--- config.mk ---
export PLATFORM = sky130hd
export DESIGN_NAME = alu_arbiter
export DESIGN_NICKNAME = d
export VERILOG_FILES = /design/src/rtl/alu_pkg.sv /design/src/rtl/rr_pick.sv /design/src/rtl/alu_arbiter.sv
export SDC_FILE = /design/constraint.sdc
export NUM_CORES = 1
export LEC_CHECK = 0
export ABC_AREA = 1
export CAP_MARGIN = 10
export CORE_AREA = 2 2 315 317
export CTS_BUF_LIST = sky130_fd_sc_hd__clkbuf_4 sky130_fd_sc_hd__clkbuf_8
export DETAILED_ROUTE_END_ITERATION = 8
export DIE_AREA = 0 0 317 319
export HOLD_SLACK_MARGIN = 0.03
export MAX_ROUTING_LAYER = met4
export SYNTH_ARGS = -nofsm -noshare
export SYNTH_HDL_FRONTEND = slang
export SYNTH_SLANG_ARGS = --single-unit
--- constraint.sdc ---
create_clock -name CLK -period 7.1 [get_ports CLK]
set_input_delay 1.065 -clock CLK [delete_from_list [all_inputs] [get_ports CLK]]
set_output_delay 1.065 -clock CLK [all_outputs]
set_load 0.02 [all_outputs]
--- src/rtl/alu_pkg.sv ---
// Shared ALU definitions: opcode constants (single source with the ALU),
// arbiter FSM encoding and the opcode legality check.
package alu_pkg;

    localparam int ALU_CTRL_W = 4;

    localparam logic [ALU_CTRL_W-1:0] ALU_AND   = 4'b0000;
    localparam logic [ALU_CTRL_W-1:0] ALU_OR    = 4'b0001;
    localparam logic [ALU_CTRL_W-1:0] ALU_ADD   = 4'b0010;
    localparam logic [ALU_CTRL_W-1:0] ALU_SUB   = 4'b0110;
    localparam logic [ALU_CTRL_W-1:0] ALU_PASSB = 4'b0111;

    typedef enum logic [1:0] {
        IDLE = 2'd0,
        EXEC = 2'd1,
        RESP = 2'd2
    } state_t;

    function automatic logic opcode_legal(input logic [ALU_CTRL_W-1:0] op);
        return op inside {ALU_AND, ALU_OR, ALU_ADD, ALU_SUB, ALU_PASSB};
    endfunction

endpackage

--- src/rtl/rr_pick.sv ---
// Combinational round-robin picker: first set req at or after ptr, wrapping
// modulo NREQ; gnt is one-hot (or zero when nothing requests).
module rr_pick #(
    parameter int NREQ = 4,
    parameter int IDW  = 2
) (
    input  logic [NREQ-1:0] req,
    input  logic [IDW-1:0]  ptr,
    output logic [NREQ-1:0] gnt,
    output logic [IDW-1:0]  gnt_id,
    output logic            any
);

    logic [IDW-1:0] idx;

    always_comb begin
        // NOTE: every variable gets a default first so the search loop cannot infer a latch.
        gnt    = '0;
        gnt_id = '0;
        any    = 1'b0;
        idx    = '0;
        for (int i = 0; i < NREQ; i++) begin
            idx = IDW'((int'(ptr) + i) % NREQ);
            if (!any && req[idx]) begin
                any      = 1'b1;
                gnt[idx] = 1'b1;
                gnt_id   = idx;
            end
        end
    end

endmodule

--- src/rtl/alu_arbiter.sv ---
// Round-robin arbiter sharing one ALU among NREQ requesters, one op in flight.
// Optional opcode checking and the RspErr port are enabled by ALU_OPCHK_EN.
module alu_arbiter
    import alu_pkg::*;
#(
    parameter int n    = 64,
    parameter int NREQ = 4,
    parameter int IDW  = 2
) (
    input  logic                  CLK,
    input  logic                  ResetL,
    input  logic [NREQ-1:0]       ReqValid,
    output logic [NREQ-1:0]       ReqReady,
    input  logic [NREQ*n-1:0]     ReqBusA,
    input  logic [NREQ*n-1:0]     ReqBusB,
    input  logic [NREQ*4-1:0]     ReqCtrl,
    output logic [n-1:0]          AluBusA,
    output logic [n-1:0]          AluBusB,
    output logic [ALU_CTRL_W-1:0] AluCtrl,
    input  logic [n-1:0]          AluBusW,
    input  logic                  AluZero,
    output logic                  RspValid,
    input  logic                  RspReady,
    output logic [n-1:0]          RspBusW,
    output logic                  RspZero,
`ifdef ALU_OPCHK_EN
    output logic                  RspErr,
`endif
    output logic [IDW-1:0]        RspId
);

    state_t                  state_q, state_d;
    logic [IDW-1:0]          ptr_q, ptr_d;
    logic [IDW-1:0]          rsp_id_q, rsp_id_d;
    logic [n-1:0]            alu_a_q, alu_a_d;
    logic [n-1:0]            alu_b_q, alu_b_d;
    logic [ALU_CTRL_W-1:0]   alu_ctrl_q, alu_ctrl_d;
    logic [n-1:0]            rsp_w_q, rsp_w_d;
    logic                    rsp_zero_q, rsp_zero_d;
`ifdef ALU_OPCHK_EN
    logic                    err_q, err_d;
`endif

    logic [NREQ-1:0]         win_gnt;
    logic [IDW-1:0]          win_id;
    logic                    win_any;
    logic [n-1:0]            win_a, win_b;
    logic [ALU_CTRL_W-1:0]   win_ctrl;

    rr_pick #(.NREQ(NREQ), .IDW(IDW)) u_pick (
        .req    (ReqValid),
        .ptr    (ptr_q),
        .gnt    (win_gnt),
        .gnt_id (win_id),
        .any    (win_any)
    );

    assign win_a    = ReqBusA[int'(win_id)*n +: n];
    assign win_b    = ReqBusB[int'(win_id)*n +: n];
    assign win_ctrl = ReqCtrl[int'(win_id)*ALU_CTRL_W +: ALU_CTRL_W];

    always_ff @(posedge CLK or negedge ResetL) begin
        if (!ResetL) begin
            state_q    <= IDLE;
            ptr_q      <= '0;
            rsp_id_q   <= '0;
            alu_a_q    <= '0;
            alu_b_q    <= '0;
            alu_ctrl_q <= ALU_PASSB;
            rsp_w_q    <= '0;
            rsp_zero_q <= 1'b0;
`ifdef ALU_OPCHK_EN
            err_q      <= 1'b0;
`endif
        end else begin
            // NOTE: non-blocking so every flop samples the same pre-edge values.
            state_q    <= state_d;
            ptr_q      <= ptr_d;
            rsp_id_q   <= rsp_id_d;
            alu_a_q    <= alu_a_d;
            alu_b_q    <= alu_b_d;
            alu_ctrl_q <= alu_ctrl_d;
            rsp_w_q    <= rsp_w_d;
            rsp_zero_q <= rsp_zero_d;
`ifdef ALU_OPCHK_EN
            err_q      <= err_d;
`endif
        end
    end

    always_comb begin
        state_d = state_q;
        case (state_q)
            IDLE:    if (win_any) state_d = EXEC;
            EXEC:    state_d = RESP;
            RESP:    if (RspReady) state_d = IDLE;
            default: state_d = IDLE;
        endcase
    end

    // Operand registers load only on accept, so the ALU inputs stay quiet when idle.
    always_comb begin
        ptr_d      = ptr_q;
        rsp_id_d   = rsp_id_q;
        alu_a_d    = alu_a_q;
        alu_b_d    = alu_b_q;
        alu_ctrl_d = alu_ctrl_q;
        rsp_w_d    = rsp_w_q;
        rsp_zero_d = rsp_zero_q;
`ifdef ALU_OPCHK_EN
        err_d      = err_q;
`endif
        if (state_q == IDLE && win_any) begin
            alu_a_d    = win_a;
            alu_b_d    = win_b;
            alu_ctrl_d = win_ctrl;
            rsp_id_d   = win_id;
            ptr_d      = (win_id == IDW'(NREQ - 1)) ? '0 : win_id + IDW'(1);
`ifdef ALU_OPCHK_EN
            err_d      = !opcode_legal(win_ctrl);
            if (err_d) begin
                alu_ctrl_d = ALU_PASSB;
                alu_b_d    = '0;
            end
`endif
        end
        if (state_q == EXEC) begin
            rsp_w_d    = AluBusW;
            rsp_zero_d = AluZero;
`ifdef ALU_OPCHK_EN
            if (err_q) begin
                rsp_w_d    = '0;
                rsp_zero_d = 1'b1;
            end
`endif
        end
    end

    // Grants are masked while reset is held so no handshake completes during reset.
    always_comb begin
        ReqReady = (state_q == IDLE && ResetL) ? win_gnt : '0;
        RspValid = (state_q == RESP);
    end

    assign AluBusA = alu_a_q;
    assign AluBusB = alu_b_q;
    assign AluCtrl = alu_ctrl_q;
    assign RspBusW = rsp_w_q;
    assign RspZero = rsp_zero_q;
    assign RspId   = rsp_id_q;
`ifdef ALU_OPCHK_EN
    assign RspErr  = err_q;
`endif

endmodule

==> results_dict.tcl <==
set metrics [dict create \
    syn-num-nets 2979 \
    cts_buffers 44 \
    maxCapViolCount 0 \
    dieArea_um2 101000 \
    yosysTopAreaCell "dfrtp_1" \
    critPathSlowestCell "clkdlybuf4s50_1" \
    port_buffers 803 \
    synth_cells 2372 \
    htreeDepth 2 \
    netlist.area_leader.share 0.339 \
    setup_tns_ps 0 \
    cts_max_path_buffers 3 \
    required_ps 6030 \
    path_clk_slew_ps 70 \
    syn_area_um2 14800 \
    fmax_mhz 210 \
    gp_congestion 0.872 \
    layout-drive-gt1-share 0.0580 \
    regArea_um2 5080 \
    critical_path_class "flip-flop to primary output" \
    slew_violations 0 \
    hold_viol 0 \
    ant_nets 0 \
    initial_core_util 0.151 \
    cpLargestDelayFamily "buffers and inverters" \
    cts_sinks 203 \
    postCtsSetupBuffers 0 \
    gr-total-overflow 0 \
    ioPinCount 804 \
    final_common_cell "nand2_1" \
    cp_num_buf_inv 5 \
    relSlewSlack 0.317 \
    layout_common_cells "819 x nand2_1, 802 x clkdlybuf4s50_1, 545 x inv_1" \
    drt_wl_total_um 79700 \
    power_density_nw_per_um2 568 \
    drt_iter0_markers 1114 \
    clock_latency_ps 640 \
    multi_input_area_um2 6890 \
    post-route-util 0.254 \
    cts_root_buf "clkbuf_8" \
    design.core.area_um2 97700 \
    fin_crit_sh 0.670 \
    holdWs_ps 327 \
    worstPathCellList "inv_2, ha_1, inv_1, nand3_1, nand2_1, inv_2, nor2_8, nand3_2, o21ai_0, nand2_1, inv_1, clkdlybuf4s50_1" \
    worst_setup_path_end_kind "primary output" \
    fill_cells 10900 \
    drc 0 \
    drtPass1Iterations 5 \
    syn_avg_cell_area_um2 6.23 \
    hpwlAfterDp_um 59800 \
    tightest_slew_ps 1020 \
    period_needed_ps 4760 \
    fp.dieW_um 317 \
    synth_area_leaders "dfrtp_1 34%, nand2_1 21%, nand3_1 18%, inv_1 14%, mux2_2 5.0%" \
    grt_pass1_vias 17200 \
    synthDistinctLibCells 27 \
    cts_tree "yes" \
    startpoint_type "flip-flop" \
    antenna_found_initial 27 \
    seq_area_frac_synth 0.344 \
    synth-seq-cells 203 \
    die-height_um 319 \
    crit_fanout 11 \
    worstPathArrival_ps 3690 \
    vias_per_cell 3.96 \
    fin_skew_ps 30.8 \
    grtUsageTotal 0.155 \
    crit_path_max_incr_delay_ps 680 \
    finalSetupViolCount 0 \
    p_leak_nw 12.9 \
    grt_start_max_net_pins 138 \
    final_critical_path_setup_slack_ps 2340 \
    placementRows 115 \
    area_growth_pct 68.2 \
    finalNetCount 3696 \
    ctsHoldBuffers 0 \
    ir_drop_uv 527 \
    grt_setup_unrepaired "no" \
    grt_pass1_wl_um 113000 \
    detail_route.wl_per_cell_um 18.0 \
    preCtsSetupSlack_ps 2400 \
    vias 17500 \
    synth-warning-count 0 \
    status "completed" \
    min_path_type "primary input to async pin" \
    cts.repair.resized 0 \
]
-- stage by stage --
stage	total power (W)	cells	area, um^2
6_report	0.0141	4420	24900
5_1_grt	0.0155	4420	24900
4_1_cts	0.0143	4406	24800
3_5_place_dp	0.0128	4330	23900
3_3_place_gp	0.0127	4330	23900
2_1_floorplan	0.00911	2372	14800
-- cell type report --
class / instances / area share
antenna: 14 / 0.00141
sequential: 203 / 0.204
clock buffer: 69 / 0.0334
clock inverter: 7 / 0.00357
tap: 1287 / 0.0648
multi-input combinational: 1468 / 0.277
timing repair buffer: 822 / 0.332
inverter: 550 / 0.0834
-- cells in the mapped netlist --
library cell and instances:
buf_4 21, a21oi_1 4, buf_2 81, ha_1 7, buf_6 7, nand4_1 2
dfstp_2 3, mux2_2 65, a31oi_1 1, inv_1 545, nand2_4 1, nand2_2 5
nand3_1 537, o21ai_0 8, nand3_2 3, o22ai_1 2, o21a_1 1, inv_2 5
nor2_1 7, nor3b_1 1, clkbuf_1 23, nand2_1 821, nor2_8 1, a21boi_0 1
dfrtp_1 200, buf_1 19, o221ai_1 1
-- metal layers --
layer	vias up	global-route usage	routed length [um]
met5	-	-	0
met4	0	0.0530	2350
met3	100	0.0450	7270
met2	774	0.243	36500
met1	8060	0.187	33600
li1	8563	-	-
-- worst paths after layout --
kind / start / to / slack (ps) / cells after the start
max in group asynchronous: ResetL / AluBusA[15] / 4720 / 3
min: ResetL / RspBusW[12] / 330 / 1
max: ptr_q[0] / ReqReady[1] / 2340 / 12
max reg2reg: ptr_q[0] / AluBusA[0] / 2770 / 17
min in group CLK: AluCtrl[2] / AluCtrl[2] / 470 / 2
min reg2reg: AluCtrl[2] / AluCtrl[2] / 470 / 2
-- sequential cells by signal, indices dropped and copies added, names as in the netlist --
| name | flops |
|---|---|
| ptr_q | 2 |
| RspBusW | 64 |
| RspId | 2 |
| AluCtrl | 4 |
| AluBusB | 64 |
| RspZero | 1 |
| state_q | 2 |
| AluBusA | 64 |
-- power by group --
group	switching (W)	total, W	leakage, nW	internal (W)
combinational	0.00689	0.0105	10.0	0.00362
clock	0.000645	0.00143	0.487	0.000780
sequential	0.000376	0.00219	2.45	0.00181
-- logic make-up (layout without fill, tap and decap cells) --
family                   count (synthesis)  count (layout)  synth area share
adder cells (fa/ha/maj)                  7               7           0.00593
AND/OR/NAND/NOR                       1378            1378             0.400
AO/OA/AOI/OAI                           18              18           0.00694
buffers and inverters                  701            1448             0.194
multiplexers                            65              65            0.0495
other                                    0              14                 0
flip-flops                             203             203             0.344
Note: power is estimated with default switching activity, not from simulation.
